## src/rtl/ace_dispatch_credit_pkg.sv

```systemverilog
// ace_dispatch_pkg: shared depths, slot class encoding, FSM states and credit width helper
package ace_dispatch_pkg;
  localparam int DISP_WIDTH     = 4;
  localparam int IQ_INT_DEPTH_D = 16;
  localparam int IQ_MEM_DEPTH_D = 16;
  localparam int IQ_CPX_DEPTH_D = 8;
  localparam int AL_DEPTH_D     = 64;
  localparam int LSQ_DEPTH_D    = 32;
  localparam int FLUSH_HOLD_D   = 2;
  typedef enum logic [1:0] {NONE, IQ_INT, IQ_MEM, IQ_CPX} slot_class_e;
  typedef enum logic [0:0] {RUN = 1'b0, HOLD = 1'b1} state_e;
  function automatic int cred_w(input int depth);
    return $clog2(depth) + 1;
  endfunction
  function automatic slot_class_e slot_class(input logic mem, input logic br, input logic simple, input logic cpx);
    return mem ? IQ_MEM : cpx ? IQ_CPX : (br | simple) ? IQ_INT : NONE;
  endfunction
endpackage

```

## src/rtl/ace_dispatch_credit_if.sv

```systemverilog
// ace_dispatch_credit_if: dispatch packet, release and credit/grant bundle
interface ace_dispatch_credit_if
  import ace_dispatch_pkg::*;
#(
  parameter int IQ_INT_DEPTH = IQ_INT_DEPTH_D,
  parameter int IQ_MEM_DEPTH = IQ_MEM_DEPTH_D,
  parameter int IQ_CPX_DEPTH = IQ_CPX_DEPTH_D,
  parameter int AL_DEPTH     = AL_DEPTH_D,
  parameter int LSQ_DEPTH    = LSQ_DEPTH_D
);
  logic stall_i, flush_i;
  logic [3:0] slot_valid_i, slot_memory_i, slot_branch_i, slot_simple_i, slot_complx_i;
  logic [2:0] iq_int_rel_i, iq_mem_rel_i, iq_cpx_rel_i, al_rel_i, lsq_rel_i;
  logic [3:0] dispatch_ok_o;
  logic [2:0] dispatch_cnt_o;
  logic stall_o, hold_o;
  logic [cred_w(IQ_INT_DEPTH)-1:0] iq_int_cred_o;
  logic [cred_w(IQ_MEM_DEPTH)-1:0] iq_mem_cred_o;
  logic [cred_w(IQ_CPX_DEPTH)-1:0] iq_cpx_cred_o;
  logic [cred_w(AL_DEPTH)-1:0] al_cred_o;
  logic [cred_w(LSQ_DEPTH)-1:0] lsq_cred_o;
  modport master (
    output stall_i, flush_i, slot_valid_i, slot_memory_i, slot_branch_i, slot_simple_i, slot_complx_i,
    output iq_int_rel_i, iq_mem_rel_i, iq_cpx_rel_i, al_rel_i, lsq_rel_i,
    input dispatch_ok_o, dispatch_cnt_o, stall_o, hold_o,
    input iq_int_cred_o, iq_mem_cred_o, iq_cpx_cred_o, al_cred_o, lsq_cred_o
  );
  modport slave (
    input stall_i, flush_i, slot_valid_i, slot_memory_i, slot_branch_i, slot_simple_i, slot_complx_i,
    input iq_int_rel_i, iq_mem_rel_i, iq_cpx_rel_i, al_rel_i, lsq_rel_i,
    output dispatch_ok_o, dispatch_cnt_o, stall_o, hold_o,
    output iq_int_cred_o, iq_mem_cred_o, iq_cpx_cred_o, al_cred_o, lsq_cred_o
  );
endinterface

```

## src/rtl/ace_dispatch_credit_counter.sv

```systemverilog
// ace_credit_counter: free-entry counter with consume, release, flush reload and saturation at DEPTH
module ace_credit_counter
  import ace_dispatch_pkg::*;
#(
  parameter int DEPTH = 16,
  localparam int W = cred_w(DEPTH)
) (
  input  logic         clock,
  input  logic         reset,
  input  logic         reload,
  input  logic [2:0]   consume,
  input  logic [2:0]   rel,
  output logic [W-1:0] cred
);
  logic [W:0] sum, nxt;
  always_comb begin
    sum = {1'b0, cred} + (W+1)'(rel);
    nxt = sum < (W+1)'(consume) ? '0 : sum - (W+1)'(consume);
  end
  always_ff @(posedge clock)
    cred <= (reset || reload) ? W'(DEPTH) : nxt > (W+1)'(DEPTH) ? W'(DEPTH) : nxt[W-1:0];
  over_release: assert property (@(posedge clock) disable iff (reset || reload) nxt <= (W+1)'(DEPTH));
endmodule

```

## src/rtl/ace_dispatch_credit.sv

```systemverilog
// ace_dispatch_credit: grants an in-order prefix of the 4-wide dispatch packet against five credit pools
module ace_dispatch_credit
  import ace_dispatch_pkg::*;
#(
  parameter int WIDTH        = DISP_WIDTH,
  parameter int IQ_INT_DEPTH = IQ_INT_DEPTH_D,
  parameter int IQ_MEM_DEPTH = IQ_MEM_DEPTH_D,
  parameter int IQ_CPX_DEPTH = IQ_CPX_DEPTH_D,
  parameter int AL_DEPTH     = AL_DEPTH_D,
  parameter int LSQ_DEPTH    = LSQ_DEPTH_D,
  parameter int FLUSH_HOLD   = FLUSH_HOLD_D
) (
  input logic clock,
  input logic reset,
  ace_dispatch_credit_if.slave d
);
  localparam int HW = $clog2(FLUSH_HOLD) + 1;
  state_e state;
  logic [HW-1:0] hold_cnt;
  logic [3:0] ok, illegal;
  logic [2:0] n_int, n_mem, n_cpx, n_al, t_int, t_mem, t_cpx, t_al;
  logic go, prev, fit;
  slot_class_e c;
  always_comb begin
    go = !reset && state == RUN && !d.stall_i && !d.flush_i;
    prev = go;
    ok = '0;
    illegal = '0;
    c = NONE;
    {n_int, n_mem, n_cpx, n_al} = '0;
    {t_int, t_mem, t_cpx, t_al} = '0;
    fit = 1'b0;
    for (int k = 0; k < WIDTH; k++) begin
      c = slot_class(d.slot_memory_i[k], d.slot_branch_i[k], d.slot_simple_i[k], d.slot_complx_i[k]);
      illegal[k] = d.slot_valid_i[k] && !$onehot0({d.slot_memory_i[k], d.slot_branch_i[k], d.slot_simple_i[k], d.slot_complx_i[k]});
      t_int = n_int + 3'(c == IQ_INT);
      t_mem = n_mem + 3'(c == IQ_MEM);
      t_cpx = n_cpx + 3'(c == IQ_CPX);
      t_al  = n_al + 3'd1;
      // memory ops draw on both the memory IQ and the LSQ
      fit = int'(t_int) <= int'(d.iq_int_cred_o) && int'(t_mem) <= int'(d.iq_mem_cred_o) &&
            int'(t_mem) <= int'(d.lsq_cred_o) && int'(t_cpx) <= int'(d.iq_cpx_cred_o) &&
            int'(t_al) <= int'(d.al_cred_o);
      prev = prev && d.slot_valid_i[k] && fit;
      ok[k] = prev;
      if (prev) {n_int, n_mem, n_cpx, n_al} = {t_int, t_mem, t_cpx, t_al};
    end
  end
  assign d.dispatch_ok_o  = ok;
  assign d.dispatch_cnt_o = n_al;
  assign d.stall_o        = !reset && |(d.slot_valid_i & ~ok);
  assign d.hold_o         = !reset && state == HOLD;
  always_ff @(posedge clock)
    if (reset) begin
      state <= RUN;
      hold_cnt <= '0;
    end else if (d.flush_i) begin
      state <= HOLD;
      hold_cnt <= HW'(FLUSH_HOLD - 1);
    end else if (state == HOLD) begin
      state <= hold_cnt == '0 ? RUN : HOLD;
      hold_cnt <= hold_cnt == '0 ? '0 : hold_cnt - 1'b1;
    end
  illegal_class: assert property (@(posedge clock) disable iff (reset) illegal == '0);
  ace_credit_counter #(.DEPTH(IQ_INT_DEPTH)) u_iq_int (.clock, .reset, .reload(d.flush_i), .consume(n_int), .rel(d.iq_int_rel_i), .cred(d.iq_int_cred_o));
  ace_credit_counter #(.DEPTH(IQ_MEM_DEPTH)) u_iq_mem (.clock, .reset, .reload(d.flush_i), .consume(n_mem), .rel(d.iq_mem_rel_i), .cred(d.iq_mem_cred_o));
  ace_credit_counter #(.DEPTH(IQ_CPX_DEPTH)) u_iq_cpx (.clock, .reset, .reload(d.flush_i), .consume(n_cpx), .rel(d.iq_cpx_rel_i), .cred(d.iq_cpx_cred_o));
  ace_credit_counter #(.DEPTH(AL_DEPTH)) u_al (.clock, .reset, .reload(d.flush_i), .consume(n_al), .rel(d.al_rel_i), .cred(d.al_cred_o));
  ace_credit_counter #(.DEPTH(LSQ_DEPTH)) u_lsq (.clock, .reset, .reload(d.flush_i), .consume(n_mem), .rel(d.lsq_rel_i), .cred(d.lsq_cred_o));
endmodule

```

## src/flat_wrapper.sv

```systemverilog
// flat-port wrapper written by rule: the top's interface ports become plain ports
module ace_dispatch_credit_flat import ace_dispatch_pkg::*;
#(
  parameter int WIDTH        = DISP_WIDTH,
  parameter int IQ_INT_DEPTH = IQ_INT_DEPTH_D,
  parameter int IQ_MEM_DEPTH = IQ_MEM_DEPTH_D,
  parameter int IQ_CPX_DEPTH = IQ_CPX_DEPTH_D,
  parameter int AL_DEPTH     = AL_DEPTH_D,
  parameter int LSQ_DEPTH    = LSQ_DEPTH_D,
  parameter int FLUSH_HOLD   = FLUSH_HOLD_D
)
  (clock, reset, d_stall_i, d_flush_i, d_slot_valid_i, d_slot_memory_i, d_slot_branch_i, d_slot_simple_i, d_slot_complx_i, d_iq_int_rel_i, d_iq_mem_rel_i, d_iq_cpx_rel_i, d_al_rel_i, d_lsq_rel_i, d_dispatch_ok_o, d_dispatch_cnt_o, d_stall_o, d_hold_o, d_iq_int_cred_o, d_iq_mem_cred_o, d_iq_cpx_cred_o, d_al_cred_o, d_lsq_cred_o);
  ace_dispatch_credit_if #(.IQ_INT_DEPTH(IQ_INT_DEPTH), .IQ_MEM_DEPTH(IQ_MEM_DEPTH), .IQ_CPX_DEPTH(IQ_CPX_DEPTH), .AL_DEPTH(AL_DEPTH), .LSQ_DEPTH(LSQ_DEPTH)) d_i ();
  input logic clock;
  input logic reset;
  input wire logic [$bits(d_i.stall_i)-1:0] d_stall_i;
  input wire logic [$bits(d_i.flush_i)-1:0] d_flush_i;
  input wire logic [$bits(d_i.slot_valid_i)-1:0] d_slot_valid_i;
  input wire logic [$bits(d_i.slot_memory_i)-1:0] d_slot_memory_i;
  input wire logic [$bits(d_i.slot_branch_i)-1:0] d_slot_branch_i;
  input wire logic [$bits(d_i.slot_simple_i)-1:0] d_slot_simple_i;
  input wire logic [$bits(d_i.slot_complx_i)-1:0] d_slot_complx_i;
  input wire logic [$bits(d_i.iq_int_rel_i)-1:0] d_iq_int_rel_i;
  input wire logic [$bits(d_i.iq_mem_rel_i)-1:0] d_iq_mem_rel_i;
  input wire logic [$bits(d_i.iq_cpx_rel_i)-1:0] d_iq_cpx_rel_i;
  input wire logic [$bits(d_i.al_rel_i)-1:0] d_al_rel_i;
  input wire logic [$bits(d_i.lsq_rel_i)-1:0] d_lsq_rel_i;
  output wire logic [$bits(d_i.dispatch_ok_o)-1:0] d_dispatch_ok_o;
  output wire logic [$bits(d_i.dispatch_cnt_o)-1:0] d_dispatch_cnt_o;
  output wire logic [$bits(d_i.stall_o)-1:0] d_stall_o;
  output wire logic [$bits(d_i.hold_o)-1:0] d_hold_o;
  output wire logic [$bits(d_i.iq_int_cred_o)-1:0] d_iq_int_cred_o;
  output wire logic [$bits(d_i.iq_mem_cred_o)-1:0] d_iq_mem_cred_o;
  output wire logic [$bits(d_i.iq_cpx_cred_o)-1:0] d_iq_cpx_cred_o;
  output wire logic [$bits(d_i.al_cred_o)-1:0] d_al_cred_o;
  output wire logic [$bits(d_i.lsq_cred_o)-1:0] d_lsq_cred_o;
  assign d_i.stall_i = d_stall_i;
  assign d_i.flush_i = d_flush_i;
  assign d_i.slot_valid_i = d_slot_valid_i;
  assign d_i.slot_memory_i = d_slot_memory_i;
  assign d_i.slot_branch_i = d_slot_branch_i;
  assign d_i.slot_simple_i = d_slot_simple_i;
  assign d_i.slot_complx_i = d_slot_complx_i;
  assign d_i.iq_int_rel_i = d_iq_int_rel_i;
  assign d_i.iq_mem_rel_i = d_iq_mem_rel_i;
  assign d_i.iq_cpx_rel_i = d_iq_cpx_rel_i;
  assign d_i.al_rel_i = d_al_rel_i;
  assign d_i.lsq_rel_i = d_lsq_rel_i;
  assign d_dispatch_ok_o = d_i.dispatch_ok_o;
  assign d_dispatch_cnt_o = d_i.dispatch_cnt_o;
  assign d_stall_o = d_i.stall_o;
  assign d_hold_o = d_i.hold_o;
  assign d_iq_int_cred_o = d_i.iq_int_cred_o;
  assign d_iq_mem_cred_o = d_i.iq_mem_cred_o;
  assign d_iq_cpx_cred_o = d_i.iq_cpx_cred_o;
  assign d_al_cred_o = d_i.al_cred_o;
  assign d_lsq_cred_o = d_i.lsq_cred_o;
  ace_dispatch_credit #(.WIDTH(WIDTH), .IQ_INT_DEPTH(IQ_INT_DEPTH), .IQ_MEM_DEPTH(IQ_MEM_DEPTH), .IQ_CPX_DEPTH(IQ_CPX_DEPTH), .AL_DEPTH(AL_DEPTH), .LSQ_DEPTH(LSQ_DEPTH), .FLUSH_HOLD(FLUSH_HOLD)) u_core (.clock(clock), .reset(reset), .d(d_i));
endmodule
```

## config.mk

```make
export PLATFORM = sky130hd
export DESIGN_NAME = ace_dispatch_credit_flat
export DESIGN_NICKNAME = d
export VERILOG_FILES = /design/src/rtl/ace_dispatch_credit_pkg.sv /design/src/rtl/ace_dispatch_credit_if.sv /design/src/rtl/ace_dispatch_credit_counter.sv /design/src/rtl/ace_dispatch_credit.sv /design/src/flat_wrapper.sv
export SDC_FILE = /design/constraint.sdc
export NUM_CORES = 1
export LEC_CHECK = 0
export ABC_AREA = 1
export CAP_MARGIN = 0
export CORE_ASPECT_RATIO = 1.4
export CORE_MARGIN = 2
export CORE_UTILIZATION = 45
export DETAILED_ROUTE_END_ITERATION = 10
export PLACE_DENSITY_LB_ADDON = 0.3
export REMOVE_ABC_BUFFERS = 1
export SLEW_MARGIN = 20
export SYNTH_ARGS = -nofsm -noshare
export SYNTH_HDL_FRONTEND = slang
export SYNTH_SLANG_ARGS = --single-unit
export TNS_END_PERCENT = 50
```

## constraint.sdc

```tcl
create_clock -name clock -period 18 [get_ports clock]
set_input_delay 2.7 -clock clock [delete_from_list [all_inputs] [get_ports clock]]
set_output_delay 2.7 -clock clock [all_outputs]
set_load 0.02 [all_outputs]
```

* After elaboration in Yosys (flattened, before gate mapping)
Cells that the tools add are included.
Storage, ports and cells: register bits 30, input port bits 39, logic and storage cells 161
Operators by class: add/subtract/negate cells 23, order comparisons 30, eq/ne operators 12, mux-type cells 39, bitwise operators 7, reduce and logical (&&, ||, !) cells 42
Operator list (count):
- 3-bit two-way mux | 12
- 3-bit by 5-bit less-or-equal comparator with 1-bit output | 6
- 1-bit logical AND | 29
- 3-bit by 7-bit less-or-equal comparator with 1-bit output | 3
- 3-bit by 1-bit adder with 3-bit output | 6
- 3-bit by 6-bit less-or-equal comparator with 1-bit output | 3
- 2-bit two-way mux | 9
- 2-bit == test, second input constant | 8
- 1-bit two-way mux | 13
- 5-bit by 3-bit adder with 6-bit output | 2
- 6-bit by 5-bit greater-than comparator with 1-bit output, second input constant | 2
- 3-bit by 4-bit less-or-equal comparator with 1-bit output | 3
- 6-bit by 3-bit less-than comparator with 1-bit output | 2
- 6-bit two-way mux | 2
- 2-bit OR reduction | 6
- 6-bit by 3-bit subtractor with 6-bit output | 2
- 1-bit by 5-bit less-or-equal comparator with 1-bit output | 2
- 7-bit by 3-bit adder with 8-bit output | 1
- 2-bit by 1-bit == test with 1-bit output, second input constant | 4
- 8-bit by 7-bit greater-than comparator with 1-bit output, second input constant | 1
- 8-bit by 3-bit less-than comparator with 1-bit output | 1
- 8-bit two-way mux | 1
- 8-bit by 3-bit subtractor with 8-bit output | 1
- 6-bit by 3-bit adder with 7-bit output | 1
- 25 further kinds | 33

* Depth between registers and ports, before layout
depth in word-level cells 40, gate-level depth with buffers 68, depth with buffers taken out 67

* Cells and area by module
Synthesis repeated with hierarchy kept, for this count alone.
Unflattened totals: cell total of the unflattened synthesis 842, area, all modules 5467.7 um^2
By module, submodules not included:
- ace_dispatch_credit | instances 1, cells an instance 364, area an instance 2267.2 um^2, sequential area each 60.1 um^2
- ace_credit_counter (u_core.u_iq_int ...) | instances 2, cells an instance 89, area an instance 603.1 um^2, sequential area each 100.1 um^2
- ace_credit_counter (u_core.u_lsq) | instances 1, cells an instance 115, area an instance 809.5 um^2, sequential area each 120.1 um^2
- ace_credit_counter (u_core.u_al) | instances 1, cells an instance 113, area an instance 706.9 um^2, sequential area each 140.1 um^2
- ace_credit_counter (u_core.u_iq_cpx) | instances 1, cells an instance 72, area an instance 478.0 um^2, sequential area each 80.1 um^2

* Worst setup path before layout
OpenSTA, ideal clock, no wires.
path type input to output, start point in d_slot_complx_i[0], end point out d_dispatch_cnt_o[2], arrival 8.863 ns, required time 15.300 ns, setup slack 6.437 ns, cell stages on the path 48, buffers on the path 2, cell sequence nor2_1 o21ai_0 ha_1 nor2_1 nand3_1 nand2_1 nor2_4 nand2_4 nor2_1 ha_1 inv_1 ha_1 nand2_1 inv_1 nor3_1 a21oi_1 nand2_2 clkbuf_1 (+12 left out) buf_6 nand2_1 o21ai_2 ha_1 ha_1 inv_1 nand2_1 and2_1 ha_1 a21oi_1 o22ai_1 o21ai_0 o2111ai_1 nor2_1 inv_1 nor2_4 nand3_1 nand2_1
On the way: longest elaborated chain between the ends 34, elaborated cells on any way between the ends 72
RTL lines:
- from (decl) | line flat_wrapper.sv:22 | input wire logic [$bits(d_i.slot_complx_i)-1:0] d_slot_complx_i;
- 2-bit two-way mux (*) (2 in a row) | line ace_dispatch_credit_pkg.sv:16 | return mem ? IQ_MEM : cpx ? IQ_CPX : (br | simple) ? IQ_INT : NONE;
- 2-bit by 1-bit == test with 1-bit output or 2-bit == test (tied branches) | line ace_dispatch_credit.sv:36, ace_dispatch_credit.sv:37
- 1-bit by 5-bit less-or-equal comparator with 1-bit output | line ace_dispatch_credit.sv:41 | fit = int'(t_int) <= int'(d.iq_int_cred_o) && int'(t_mem) <= int'(d.iq_mem_cred_o) &&
- 1-bit logical AND (2 in a row) | line ace_dispatch_credit.sv:41
- 1-bit logical AND (2 in a row) | line ace_dispatch_credit.sv:42 | int'(t_mem) <= int'(d.lsq_cred_o) && int'(t_cpx) <= int'(d.iq_cpx_cred_o) &&
- 1-bit logical AND | line ace_dispatch_credit.sv:44 | prev = prev && d.slot_valid_i[k] && fit;
- 1-bit two-way mux | line ace_dispatch_credit.sv:46 | if (prev) {n_int, n_mem, n_cpx, n_al} = {t_int, t_mem, t_cpx, t_al};
- 1-bit by 1-bit adder with 2-bit output (on tied branches) | line ace_dispatch_credit.sv:36, ace_dispatch_credit.sv:37
- (+14 left out)
- 3-bit two-way mux | line ace_dispatch_credit.sv:46
- 3-bit by 1-bit adder with 3-bit output (on tied branches) | line ace_dispatch_credit.sv:36, ace_dispatch_credit.sv:37
- 3-bit by 5-bit less-or-equal comparator with 1-bit output | line ace_dispatch_credit.sv:41
- 1-bit logical AND (2 in a row) | line ace_dispatch_credit.sv:41
- 1-bit logical AND (2 in a row) | line ace_dispatch_credit.sv:42
- 1-bit logical AND (*) | line ace_dispatch_credit.sv:44
- via u_core.prev | line ace_dispatch_credit.sv:22 | logic go, prev, fit;
- 3-bit two-way mux (*) | line ace_dispatch_credit.sv:46
- to (decl) | line flat_wrapper.sv:29 | output wire logic [$bits(d_i.dispatch_cnt_o)-1:0] d_dispatch_cnt_o;
Mark *: on every way through the listed nets, which the timed path passes. The rest lies on a longest branch.

* Final worst setup path
start point in d_slot_complx_i[0], end point out d_dispatch_cnt_o[2]
On the way: longest elaborated chain between the ends 34, elaborated cells on any way between the ends 72
RTL lines (line):
- 2-bit two-way mux (*) (2 in a row) | ace_dispatch_credit_pkg.sv:16
- 2-bit by 1-bit == test with 1-bit output or 2-bit == test (tied branches) | ace_dispatch_credit.sv:36, ace_dispatch_credit.sv:37
- 1-bit by 5-bit less-or-equal comparator with 1-bit output | ace_dispatch_credit.sv:41
- 1-bit logical AND (2 in a row) | ace_dispatch_credit.sv:41
- 1-bit logical AND (2 in a row) | ace_dispatch_credit.sv:42
- 1-bit logical AND | ace_dispatch_credit.sv:44
- 1-bit two-way mux | ace_dispatch_credit.sv:46
- 1-bit by 1-bit adder with 2-bit output (on tied branches) | ace_dispatch_credit.sv:36, ace_dispatch_credit.sv:37
- (+13 left out)
- 1-bit logical AND | ace_dispatch_credit.sv:44
- 3-bit two-way mux | ace_dispatch_credit.sv:46
- 3-bit by 1-bit adder with 3-bit output (on tied branches) | ace_dispatch_credit.sv:36, ace_dispatch_credit.sv:37
- 3-bit by 5-bit less-or-equal comparator with 1-bit output | ace_dispatch_credit.sv:41
- 1-bit logical AND (2 in a row) | ace_dispatch_credit.sv:41
- 1-bit logical AND (2 in a row) | ace_dispatch_credit.sv:42
- 1-bit logical AND | ace_dispatch_credit.sv:44
- 3-bit two-way mux (*) | ace_dispatch_credit.sv:46
Mark *: on every way between the ends. The rest lies on a longest branch, timed or not.

==> results.json <==
{
  "antenna_found_initial": 0,
  "power.density_mw_per_mm2": 52.3,
  "die_x_microns": 90.4,
  "die_area_sq_mm": 0.0113,
  "clock_path_buffers": 2,
  "setup_viol": 0,
  "ir_drop_v": 0.0000356,
  "max-slew-margin-rel": 0.529,
  "p_leak_nw": 2.94,
  "ctsResizeCount": 0,
  "grt_use_met1": 0.249,
  "die_y_microns": 125,
  "synth_area_per_cell_sq_um": 6.68,
  "io_pins": 75,
  "cts-htree-levels": 2,
  "synth_ff_type": "dfxtp_1",
  "tns_ps": 0,
  "top_usage_layer": "met2",
  "gp_congestion": 0.949,
  "period_share": 0.752,
  "yosysSeqAreaShare": 0.128,
  "synth.top_cell.area_share": 0.242,
  "critical-path-max-stage-delay_ps": 610,
  "fillerInstances": 1027,
  "grt-ovfl-total": 0,
  "drtIter0Drc": 212,
  "met2_usage": 0.446,
  "initial_core_util": 0.457,
  "arrival_ps": 10840,
  "timing.rr.start": "u_core.u_lsq.cred[0]",
  "layout-drive-gt1-share": 0.0564,
  "hold_viol_final": 0,
  "cts_num_sinks": 30,
  "whs_ps": 468,
  "ant_nets": 0,
  "cts-root-buf": "clkbuf_16",
  "nNetsFinal": 919,
  "skew_ps": 2.66,
  "cp_data_required_time_ps": 15300,
  "fin_crit_ps": 13540,
  "clock.fmax_mhz": 73.8,
  "grt_use_total": 0.236,
  "path_clk_slew_ps": 50,
  "ff2ff_setup_slack_ps": 8570,
  "hold_path_class": "register to register",
  "utilization": 0.556,
  "ys_warn_count": 0,
  "post-dp-hpwl_microns": 10800,
  "drcViolationCount": 0,
  "viasPerCell": 5.17,
  "cts_tree": "yes",
  "synth-edff-count": 0,
  "path_max_fanout": 16,
  "crit_top_cell": "nand2_1",
  "rr_endpoint": "u_core.u_lsq.cred[5]",
  "cts-hold-fix-buffers": 0,
  "use_met3": 0.0380,
  "grt_pass1_wl_microns": 21900,
  "rsz0062_at_grt": "no",
  "area_growth_pct": 21.5,
  "netlist_area_sq_mm": 0.00471,
  "timing.final.max_slew_violations": 0,
  "setup.worst_path.class": "primary input to primary output",
  "status": "completed",
  "port_buffers": 74,
  "grt_max_degree": 18,
  "cpMaxStageDelayCell": "clkdlybuf4s50_1",
  "worstSetupStartpoint": "d_slot_complx_i[0]",
  "start_kind": "primary input",
  "rows": 44,
  "worstMarginPinSlew_ps": 705,
  "netlist.top_cell.by_area": "ha_1",
  "insertion_delay_ps": 280,
  "n_antenna_cell": 0,
  "numCtsBuffers": 5,
  "drtPass1Iterations": 4,
  "routed_wl_microns": 12800,
  "reg2regPathDepth": 59,
  "synthArstFlopShare": 0,
  "grt_pass1_vias": 4820,
  "synth_seq_cells": 30,
  "post_cts_buffers": 0,
  "synth_cell_types": 48,
  "endpoint": "d_dispatch_cnt_o[2]",
  "coreArea_sq_mm": 0.0103,
  "min-delay-start": "u_core.hold_cnt[1]",
  "num_vias": 4743,
  "synthCells": 705,
  "yosys-top-cells-area": "ha_1 24%, dfxtp_1 13%, nand2_1 11%",
  "wire_per_inst_microns": 13.9,
  "maxCapViolCount": 0,
  "cp-end-kind": "primary output"
}
## layout by cell type (no fill, tap or decap), drive strengths merged, types with 7 or more instances in the layout
| cell type | synthesis | routed |
|---|---|---|
| a21oi | 25 | 25 |
| fa | 10 | 10 |
| xor2 | 21 | 21 |
| nand4 | 12 | 12 |
| dfxtp | 30 | 30 |
| nand3 | 56 | 56 |
| ha | 91 | 91 |
| inv | 120 | 120 |
| o21ai | 35 | 35 |
| nor2 | 102 | 102 |
| clkbuf | 4 | 7 |
| nand2 | 144 | 144 |
| nor3 | 8 | 8 |
| clkdlybuf4s50 | 0 | 74 |
## metrics by stage
step | area, sq um | cells | setup slack, ps | power [mW]
2_1_floorplan | 4660 | 698 | 6350 | 0.172
6_report | 5720 | 918 | 4460 | 0.299
4_1_cts | 5720 | 918 | 4500 | 0.301
5_1_grt | 5720 | 918 | 3700 | 0.325
3_5_place_dp | 5570 | 910 | 4500 | 0.215
3_3_place_gp | 5570 | 910 | 4710 | 0.211
## cells in the mapped netlist (6+ instances only)
library cell / n
nor2_1: 95
a21oi_1: 22
fa_1: 10
a31oi_1: 6
nand2_1: 137
o21ai_0: 24
nand3_1: 52
xor2_1: 20
ha_1: 91
inv_1: 118
dfxtp_1: 30
nand4_1: 11
nor3_1: 8
o21ai_2: 7
## report_power, final
| part | switching [mW] | internal, mW | total, mW |
|---|---|---|---|
| Combinational | 0.0787 | 0.0569 | 0.136 |
| Clock | 0.0296 | 0.0547 | 0.0843 |
| Sequential | 0.00799 | 0.0713 | 0.0793 |
| Total | 0.116 | 0.183 | 0.299 |
## cell families (layout without fill, tap and decap cells)
logic type | Yosys count | after routing | share of synthesized area
DFF | 30 | 30 | 0.128
and+or+nand+nor | 336 | 336 | 0.321
xor gates and xnor gates | 26 | 26 | 0.0500
buffers and inverters | 128 | 203 | 0.108
AOI/OAI and AO/OA | 84 | 84 | 0.109
adders and majority gates | 101 | 101 | 0.284
## state kept, by name (all words and copies together), names as in the netlist
signal	flops
u_core.state	1
u_core.u_al.cred	7
u_core.hold_cnt	2
u_core.u_iq_int.cred	5
u_core.u_iq_mem.cred	5
u_core.u_lsq.cred	6
u_core.u_iq_cpx.cred	4
## metal layers
metal	share of wire	vias to the layer above
met5	0	-
met4	0.039	0
met2	0.54	101
li1	-	2436
met1	0.39	2177
met3	0.036	29
## worst max-delay path, delay by kind of cell
family          cells  cell delay [ps]
simple gates       25             2690
buf+inv             9             1720
compound gates      7             1520
fa+ha+maj           9             2190
## area by class of cell
cell class	instances	area, sq um	share of cell area
clock buffer	7	143	0.0249
clock inverter	1	5.00	0.000875
inverter	121	460	0.0805
timing repair buffer	74	741	0.130
sequential	30	601	0.105
multi-input combinational	547	3600	0.629
tap	138	173	0.0302
## how the worst min path moves through the flow
stage | endpoint | slack [ps] | cells past startpoint
2_1_floorplan | u_core.hold_cnt[1] | 440 | 2
3_3_place_gp | u_core.hold_cnt[1] | 460 | 2
3_5_place_dp | u_core.hold_cnt[1] | 460 | 2
4_1_cts | u_core.hold_cnt[1] | 470 | 2
5_1_grt | u_core.hold_cnt[1] | 490 | 2
6_report | u_core.hold_cnt[1] | 470 | 2
Power figures use the tool's default switching activity.
